<file path="src/rtl/alu_mc.sv">
// alu_mc - multi-cycle ALU with registered result and flags.
//
// Single-cycle ops (logic, add/sub family, shifts, INC, CMP, DIV-by-zero,
// reserved) are written to the output registers at the accepting edge.
// MUL and DIV iterate once per clock in private accumulators, and only
// the final iteration updates the visible outputs.
//
// Ports
//   clk_i          rising-edge clock
//   rst_i          asynchronous active-high reset
//   start_i        operation request, sampled only while busy_o=0
//   a_i, b_i       operands (WIDTH bits)
//   alu_sel_i      4-bit opcode, sampled with start_i
//   result_o       result low word / quotient
//   result_hi_o    MUL high word / DIV remainder, 0 for other ops
//   z_o n_o c_o v_o  registered zero/negative/carry(borrow)/overflow flags
//   busy_o         high while MUL/DIV iterates
//   done_o         one-cycle completion pulse
module alu_mc #(
    parameter int WIDTH = 8
) (
    input  logic             clk_i,
    input  logic             rst_i,
    input  logic             start_i,
    input  logic [WIDTH-1:0] a_i,
    input  logic [WIDTH-1:0] b_i,
    input  logic [3:0]       alu_sel_i,
    output logic [WIDTH-1:0] result_o,
    output logic [WIDTH-1:0] result_hi_o,
    output logic             z_o,
    output logic             n_o,
    output logic             c_o,
    output logic             v_o,
    output logic             busy_o,
    output logic             done_o
);

    localparam int CW = $clog2(WIDTH + 1);

    localparam logic [3:0] OP_ADD = 4'b0000;
    localparam logic [3:0] OP_SUB = 4'b0001;
    localparam logic [3:0] OP_AND = 4'b0010;
    localparam logic [3:0] OP_OR  = 4'b0011;
    localparam logic [3:0] OP_XOR = 4'b0100;
    localparam logic [3:0] OP_NOT = 4'b0101;
    localparam logic [3:0] OP_SHL = 4'b0110;
    localparam logic [3:0] OP_SHR = 4'b0111;
    localparam logic [3:0] OP_INC = 4'b1000;
    localparam logic [3:0] OP_CMP = 4'b1001;
    localparam logic [3:0] OP_ADC = 4'b1010;
    localparam logic [3:0] OP_SBB = 4'b1011;
    localparam logic [3:0] OP_MUL = 4'b1100;
    localparam logic [3:0] OP_DIV = 4'b1101;

    typedef enum logic {
        S_IDLE,
        S_RUN
    } state_t;

    state_t           state_q, state_d;
    logic [CW-1:0]    cnt_q, cnt_d;
    logic             is_div_q, is_div_d;
    logic [WIDTH-1:0] b_q, b_d;
    logic [WIDTH-1:0] acc_hi_q, acc_hi_d;
    logic [WIDTH-1:0] acc_lo_q, acc_lo_d;
    logic [WIDTH-1:0] result_q, result_d;
    logic [WIDTH-1:0] hi_q, hi_d;
    logic             z_q, z_d, n_q, n_d, c_q, c_d, v_q, v_d;
    logic             done_q, done_d;

    // ---------------- single-cycle datapath ----------------
    logic             cin;
    logic [WIDTH:0]   add_sum, sub_diff, inc_sum;
    logic [WIDTH-1:0] sc_res;
    logic             sc_c, sc_v;

    always_comb begin
        cin      = ((alu_sel_i == OP_ADC) || (alu_sel_i == OP_SBB)) ? c_q : 1'b0;
        add_sum  = {1'b0, a_i} + {1'b0, b_i} + {{WIDTH{1'b0}}, cin};
        // Borrow appears as bit WIDTH of the (WIDTH+1)-bit difference.
        sub_diff = {1'b0, a_i} - {1'b0, b_i} - {{WIDTH{1'b0}}, cin};
        inc_sum  = {1'b0, a_i} + {{WIDTH{1'b0}}, 1'b1};
        sc_res   = '0;
        sc_c     = 1'b0;
        sc_v     = 1'b0;
        case (alu_sel_i)
            OP_ADD, OP_ADC: begin
                sc_res = add_sum[WIDTH-1:0];
                sc_c   = add_sum[WIDTH];
                sc_v   = (a_i[WIDTH-1] == b_i[WIDTH-1]) && (sc_res[WIDTH-1] != a_i[WIDTH-1]);
            end
            OP_SUB, OP_SBB, OP_CMP: begin
                sc_res = sub_diff[WIDTH-1:0];
                sc_c   = sub_diff[WIDTH];
                sc_v   = (a_i[WIDTH-1] != b_i[WIDTH-1]) && (sc_res[WIDTH-1] != a_i[WIDTH-1]);
            end
            OP_AND: sc_res = a_i & b_i;
            OP_OR:  sc_res = a_i | b_i;
            OP_XOR: sc_res = a_i ^ b_i;
            OP_NOT: sc_res = ~a_i;
            OP_SHL: begin
                sc_res = {a_i[WIDTH-2:0], 1'b0};
                sc_c   = a_i[WIDTH-1];
            end
            OP_SHR: begin
                sc_res = {1'b0, a_i[WIDTH-1:1]};
                sc_c   = a_i[0];
            end
            OP_INC: begin
                sc_res = inc_sum[WIDTH-1:0];
                sc_c   = inc_sum[WIDTH];
                sc_v   = (a_i == {1'b0, {(WIDTH-1){1'b1}}});
            end
            default: ;
        endcase
    end

    // ---------------- iteration datapath ----------------
    // MUL: right-shifting shift-add, multiplier consumed from acc_lo LSB.
    // DIV: restoring division, dividend shifted out of acc_lo MSB,
    //      quotient bits shifted in at acc_lo LSB, remainder in acc_hi.
    logic [WIDTH:0]   mul_sum, div_sh, div_trial;
    logic             div_ge;
    logic [WIDTH-1:0] it_hi, it_lo;

    always_comb begin
        mul_sum   = {1'b0, acc_hi_q} + (acc_lo_q[0] ? {1'b0, b_q} : '0);
        div_sh    = {acc_hi_q, acc_lo_q[WIDTH-1]};
        div_trial = div_sh - {1'b0, b_q};
        div_ge    = (div_sh >= {1'b0, b_q});
        if (is_div_q) begin
            it_hi = div_ge ? div_trial[WIDTH-1:0] : div_sh[WIDTH-1:0];
            it_lo = {acc_lo_q[WIDTH-2:0], div_ge};
        end else begin
            it_hi = mul_sum[WIDTH:1];
            it_lo = {mul_sum[0], acc_lo_q[WIDTH-1:1]};
        end
    end

    // ---------------- control ----------------
    always_comb begin
        state_d  = state_q;
        cnt_d    = cnt_q;
        is_div_d = is_div_q;
        b_d      = b_q;
        acc_hi_d = acc_hi_q;
        acc_lo_d = acc_lo_q;
        result_d = result_q;
        hi_d     = hi_q;
        z_d      = z_q;
        n_d      = n_q;
        c_d      = c_q;
        v_d      = v_q;
        done_d   = 1'b0;

        case (state_q)
            S_IDLE: begin
                if (start_i) begin
                    if ((alu_sel_i == OP_MUL) || ((alu_sel_i == OP_DIV) && (b_i != '0))) begin
                        state_d  = S_RUN;
                        cnt_d    = CW'(WIDTH);
                        is_div_d = (alu_sel_i == OP_DIV);
                        b_d      = b_i;
                        acc_hi_d = '0;
                        acc_lo_d = a_i;
                    end else if (alu_sel_i == OP_DIV) begin
                        result_d = '1;
                        hi_d     = a_i;
                        z_d      = 1'b0;
                        n_d      = 1'b1;
                        c_d      = 1'b0;
                        v_d      = 1'b1;
                        done_d   = 1'b1;
                    end else if (alu_sel_i[3:1] == 3'b111) begin
                        result_d = '0;
                        hi_d     = '0;
                        z_d      = 1'b1;
                        n_d      = 1'b0;
                        c_d      = 1'b0;
                        v_d      = 1'b0;
                        done_d   = 1'b1;
                    end else begin
                        // CMP updates flags only; result registers keep their value.
                        if (alu_sel_i != OP_CMP) begin
                            result_d = sc_res;
                            hi_d     = '0;
                        end
                        z_d    = (sc_res == '0);
                        n_d    = sc_res[WIDTH-1];
                        c_d    = sc_c;
                        v_d    = sc_v;
                        done_d = 1'b1;
                    end
                end
            end
            S_RUN: begin
                cnt_d    = cnt_q - CW'(1);
                acc_hi_d = it_hi;
                acc_lo_d = it_lo;
                if (cnt_q == CW'(1)) begin
                    state_d  = S_IDLE;
                    result_d = it_lo;
                    hi_d     = it_hi;
                    done_d   = 1'b1;
                    if (is_div_q) begin
                        z_d = (it_lo == '0);
                        n_d = it_lo[WIDTH-1];
                        c_d = 1'b0;
                        v_d = 1'b0;
                    end else begin
                        z_d = ({it_hi, it_lo} == '0);
                        n_d = it_hi[WIDTH-1];
                        c_d = (it_hi != '0);
                        v_d = (it_hi != '0);
                    end
                end
            end
            default: state_d = S_IDLE;
        endcase
    end

    always_ff @(posedge clk_i or posedge rst_i) begin
        if (rst_i) begin
            state_q  <= S_IDLE;
            cnt_q    <= '0;
            is_div_q <= 1'b0;
            b_q      <= '0;
            acc_hi_q <= '0;
            acc_lo_q <= '0;
            result_q <= '0;
            hi_q     <= '0;
            z_q      <= 1'b0;
            n_q      <= 1'b0;
            c_q      <= 1'b0;
            v_q      <= 1'b0;
            done_q   <= 1'b0;
        end else begin
            state_q  <= state_d;
            cnt_q    <= cnt_d;
            is_div_q <= is_div_d;
            b_q      <= b_d;
            acc_hi_q <= acc_hi_d;
            acc_lo_q <= acc_lo_d;
            result_q <= result_d;
            hi_q     <= hi_d;
            z_q      <= z_d;
            n_q      <= n_d;
            c_q      <= c_d;
            v_q      <= v_d;
            done_q   <= done_d;
        end
    end

    assign result_o    = result_q;
    assign result_hi_o = hi_q;
    assign z_o         = z_q;
    assign n_o         = n_q;
    assign c_o         = c_q;
    assign v_o         = v_q;
    assign busy_o      = (state_q == S_RUN);
    assign done_o      = done_q;

endmodule

</file>
<file path="config.mk">
export PLATFORM = sky130hd
export DESIGN_NAME = alu_mc
export DESIGN_NICKNAME = d
export VERILOG_FILES = /design/src/rtl/alu_mc.sv
export SDC_FILE = /design/constraint.sdc
export NUM_CORES = 1
export LEC_CHECK = 0
export ABC_AREA = 1
export CAP_MARGIN = 15
export CORE_MARGIN = 5
export CORE_UTILIZATION = 55
export CTS_CLUSTER_DIAMETER = 60
export DETAILED_ROUTE_END_ITERATION = 10
export HOLD_SLACK_MARGIN = 0.1
export PLACE_DENSITY = 0.87
export SLEW_MARGIN = 10
export SYNTH_ARGS = -nofsm -noshare
export SYNTH_HDL_FRONTEND = slang
export SYNTH_SLANG_ARGS = --single-unit
</file>
<file path="constraint.sdc">
create_clock -name clk_i -period 3.9 [get_ports clk_i]
set_input_delay 0.78 -clock clk_i [delete_from_list [all_inputs] [get_ports clk_i]]
set_output_delay 0.78 -clock clk_i [all_outputs]
set_load 0.02 [all_outputs]
</file>
==> impl_metrics.env <==
export IMPL_postLayoutCellArea_sq_um=6018
export IMPL_grt_pass1_vias=5321
export IMPL_reg2reg_slack_ps=1090
export IMPL_multiInputGateArea_sq_um=3391
export IMPL_vias=5602
export IMPL_worst_slack_ps=499.7
export IMPL_grt_overflow=0
export IMPL_maxCapViolations=0
export IMPL_worst_pin_slew_ps=792.6
export IMPL_r2r_start="c_o"
export IMPL_finalSetupViolCount=0
export IMPL_crit_arrival_ps=3600
export IMPL_final_cells=990
export IMPL_core_area_sq_um=9240
export IMPL_numCtsBuffers=5
export IMPL_tns_ps=0
export IMPL_reg2reg_to="result_o[7]"
export IMPL_rsz0062_at_grt="no"
export IMPL_initial_core_util_pct=56.38
export IMPL_ys_types=44
export IMPL_cts_num_sinks=51
export IMPL_synth_nets=882
export IMPL_post_cts_setup_buffer_count=0
export IMPL_gp_congestion=1.001
export IMPL_placedInstanceArea_sq_um=5892
export IMPL_preCtsSetupSlack_ps=228.7
export IMPL_crit_type="primary input to flop"
export IMPL_drive_gt1_share_pct=6.736
export IMPL_fillCellCount=835
export IMPL_grt_pass1_wl_um=26510
export IMPL_dr_pass1_iters=6
export IMPL_syn_to_final_growth_pct=15.51
export IMPL_yosysSeqAreaShare_pct=24.50
export IMPL_ir_drop_mv=0.4437
export IMPL_num_antenna_cells=0
export IMPL_final_nets=939
export IMPL_drc=0
export IMPL_fmax_ghz=0.2941
export IMPL_synth_warnings=0
export IMPL_hold_violations=0
export IMPL_hp_class="flop to flop"
export IMPL_powerDensity_nw_per_um2=717.2
export IMPL_power_leakage_nw=3.149
export IMPL_skew_ps=11.67
export IMPL_die_w_um=107.3
export IMPL_cp_endpoint="result_o[7]"
export IMPL_cts_root_buffer="clkbuf_8"
export IMPL_synth_cells=804
export IMPL_report_final_slew_viol_count=0
export IMPL_die_y_um=107.3
export IMPL_cts_tree="yes"
export IMPL_insertion_delay_ps=300
export IMPL_dieArea_sq_um=11520
export IMPL_critPathLaunch="alu_sel_i[3]"
export IMPL_cts_resized=0
export IMPL_rows=35
export IMPL_wl_um=16100
export IMPL_holdWs_ps=496.3
export IMPL_synth_area_per_cell_sq_um=6.480
export IMPL_grt_use_total_pct=29.12
export IMPL_r2r_cells=16
export IMPL_avgViaCountPerCell=5.659
export IMPL_h_tree_depth=2
export IMPL_slew_headroom_pct=46.96
export IMPL_antenna_found_initial=0
export IMPL_drt_initial_drc_count=550
export IMPL_clk_pin_slew_ps=90
export IMPL_grt_max_degree=52
export IMPL_worst_path_max_fanout=4
export IMPL_p_total_mw=4.316
export IMPL_worstPathRequired_ps=4100
export IMPL_finish_utilization_pct=65.13
export IMPL_worstSetupStartpointType="primary input"
export IMPL_end_kind="flop"
export IMPL_port_buffer_count=44
export IMPL_status="finished, final reports clean"
export IMPL_synth_area_sq_um=5210
export IMPL_min_period_ps=3400
export IMPL_area_sequential_sq_um=1276
export IMPL_ant_nets=0
export IMPL_pin_count=45
export IMPL_post_drt_wl_per_cell_um=16.27
export IMPL_ys_seq_elements=51
export IMPL_cts_buffer_depth=2
export IMPL_place_hpwl_um=13000
export IMPL_place_inst=982
export IMPL_holdBufCountCts=0
export IMPL_fin_crit_sh_pct=87.19
synth_stat cells, drive strengths merged:
| cell type | instances | area share, % |
|---|---|---|
| nand4 | 21 | 2.5 |
| or2 | 3 | 0.36 |
| o211ai | 3 | 0.43 |
| o21a | 5 | 0.72 |
| nand3 | 80 | 7.8 |
| fa | 6 | 2.3 |
| a31oi | 1 | 0.12 |
| ha | 49 | 12 |
| nor4 | 3 | 0.36 |
| xor2 | 3 | 0.50 |
| a21oi | 38 | 3.9 |
| a2bb2oi | 7 | 1.2 |
| nor3 | 9 | 1.1 |
| a22oi | 2 | 0.29 |
| nand2 | 238 | 18 |
| o22ai | 3 | 0.36 |
| clkinv | 1 | 0.072 |
| o311ai | 2 | 0.34 |
| buf | 7 | 0.82 |
| nand3b | 2 | 0.29 |
| xnor2 | 6 | 1.0 |
| a211oi | 1 | 0.14 |
| dfrtp | 51 | 24 |
| clkbuf | 9 | 0.67 |
| o21ai | 50 | 4.8 |
| inv | 123 | 8.9 |
| a221oi | 3 | 0.50 |
| nor2 | 78 | 6.3 |
flip-flops by register name (all words and copies together) (netlist names):
| register | count |
|---|---|
| z_o | 1 |
| v_o | 1 |
| n_o | 1 |
| busy_o | 1 |
| c_o | 1 |
| result_hi_o | 8 |
| done_o | 1 |
| result_o | 8 |
| is_div_q | 1 |
| acc_lo_q | 8 |
| b_q | 8 |
| acc_hi_q | 8 |
| cnt_q | 4 |
final cells by class:
class,count,area share [%]
clock buffers,5,1.143
clock inverters,2,0.6237
inverters,124,7.734
multi-input cells,613,56.34
flip-flops and latches,51,21.21
well taps,129,2.682
repair buffers,66,10.27
power breakdown:
group	internal, mW	total, mW	switching, mW
Sequential	0.791	1.03	0.241
Combinational	1.11	2.93	1.82
Clock	0.188	0.354	0.167
cell usage in the layout (no fill, tap or decap), types with 2 or more instances in the layout:
cell type        synthesis  layout
nand4_1                 21      21
xnor2_1                  6       6
nor2_4                   2       2
nand3_1                 79      79
nor4_1                   3       3
o21ai_0                 48      48
clkdlybuf4s50_1          0      44
or2_2                    3       3
nand2_2                  8       8
o211ai_1                 3       3
nand2_1                228     228
clkbuf_8                 0       5
o21a_1                   5       5
fa_1                     6       6
inv_2                    5       6
a2bb2oi_1                7       7
ha_1                    49      49
o21ai_1                  2       2
a221oi_1                 3       3
a22oi_1                  2       2
nor3_1                   7       7
buf_4                    1      21
nor2_1                  73      73
nor2_2                   2       2
a21oi_1                 36      36
inv_1                  118     117
nor3_2                   2       2
o22ai_1                  3       3
nand3b_1                 2       2
xor2_1                   3       3
o311ai_0                 2       2
dfrtp_1                 51      51
worst max-delay path: stages:
cell,delay (ps)
clkdlybuf4s50_1,470
inv_1,50
nor2_1,170
nand3_1,140
inv_1,90
fa_1,430
ha_1,190
o21ai_0,140
nand2_1,120
nand4_1,130
nand3_1,120
nand3_1,110
nand2_1,50
nor2_1,230
nand2_1,90
nand2_1,90
nand3_1,80
o21a_1,100
kinds of logic after synthesis:
| kind of cell | Yosys count | synth area share (%) |
|---|---|---|
| xor gates and xnor gates | 9 | 1.513 |
| AOI/OAI and AO/OA | 115 | 12.82 |
| adders and majority gates | 55 | 14.07 |
| buffers and inverters | 140 | 10.42 |
| DFF | 51 | 24.50 |
| and+or+nand+nor | 434 | 36.67 |
per-layer routing:
layer | GRT usage, % | routed length [um] | share of wire [%] | vias to the layer above
met3 | 3.659 | 1211 | 7.5 | 69
met4 | 16.89 | 1021 | 6.3 | 0
met2 | 45.71 | 7313 | 45 | 286
li1 | - | - | - | 2725
met1 | 38.54 | 6557 | 41 | 2522
met5 | 0 | 0 | 0 | -
how the worst min path moves through the flow:
stage              startpoint        endpoint  slack (ps)  cells past startpoint
2_1_floorplan          b_q[0]          b_q[0]         480                      2
3_3_place_gp              v_o             v_o         470                      2
3_5_place_dp      result_o[2]     result_o[2]         470                      2
4_1_cts                   v_o             v_o         500                      2
5_1_grt        result_hi_o[7]  result_hi_o[7]         530                      1
6_report          result_o[2]     result_o[2]         500                      2
(Power assumes the default switching activity.)
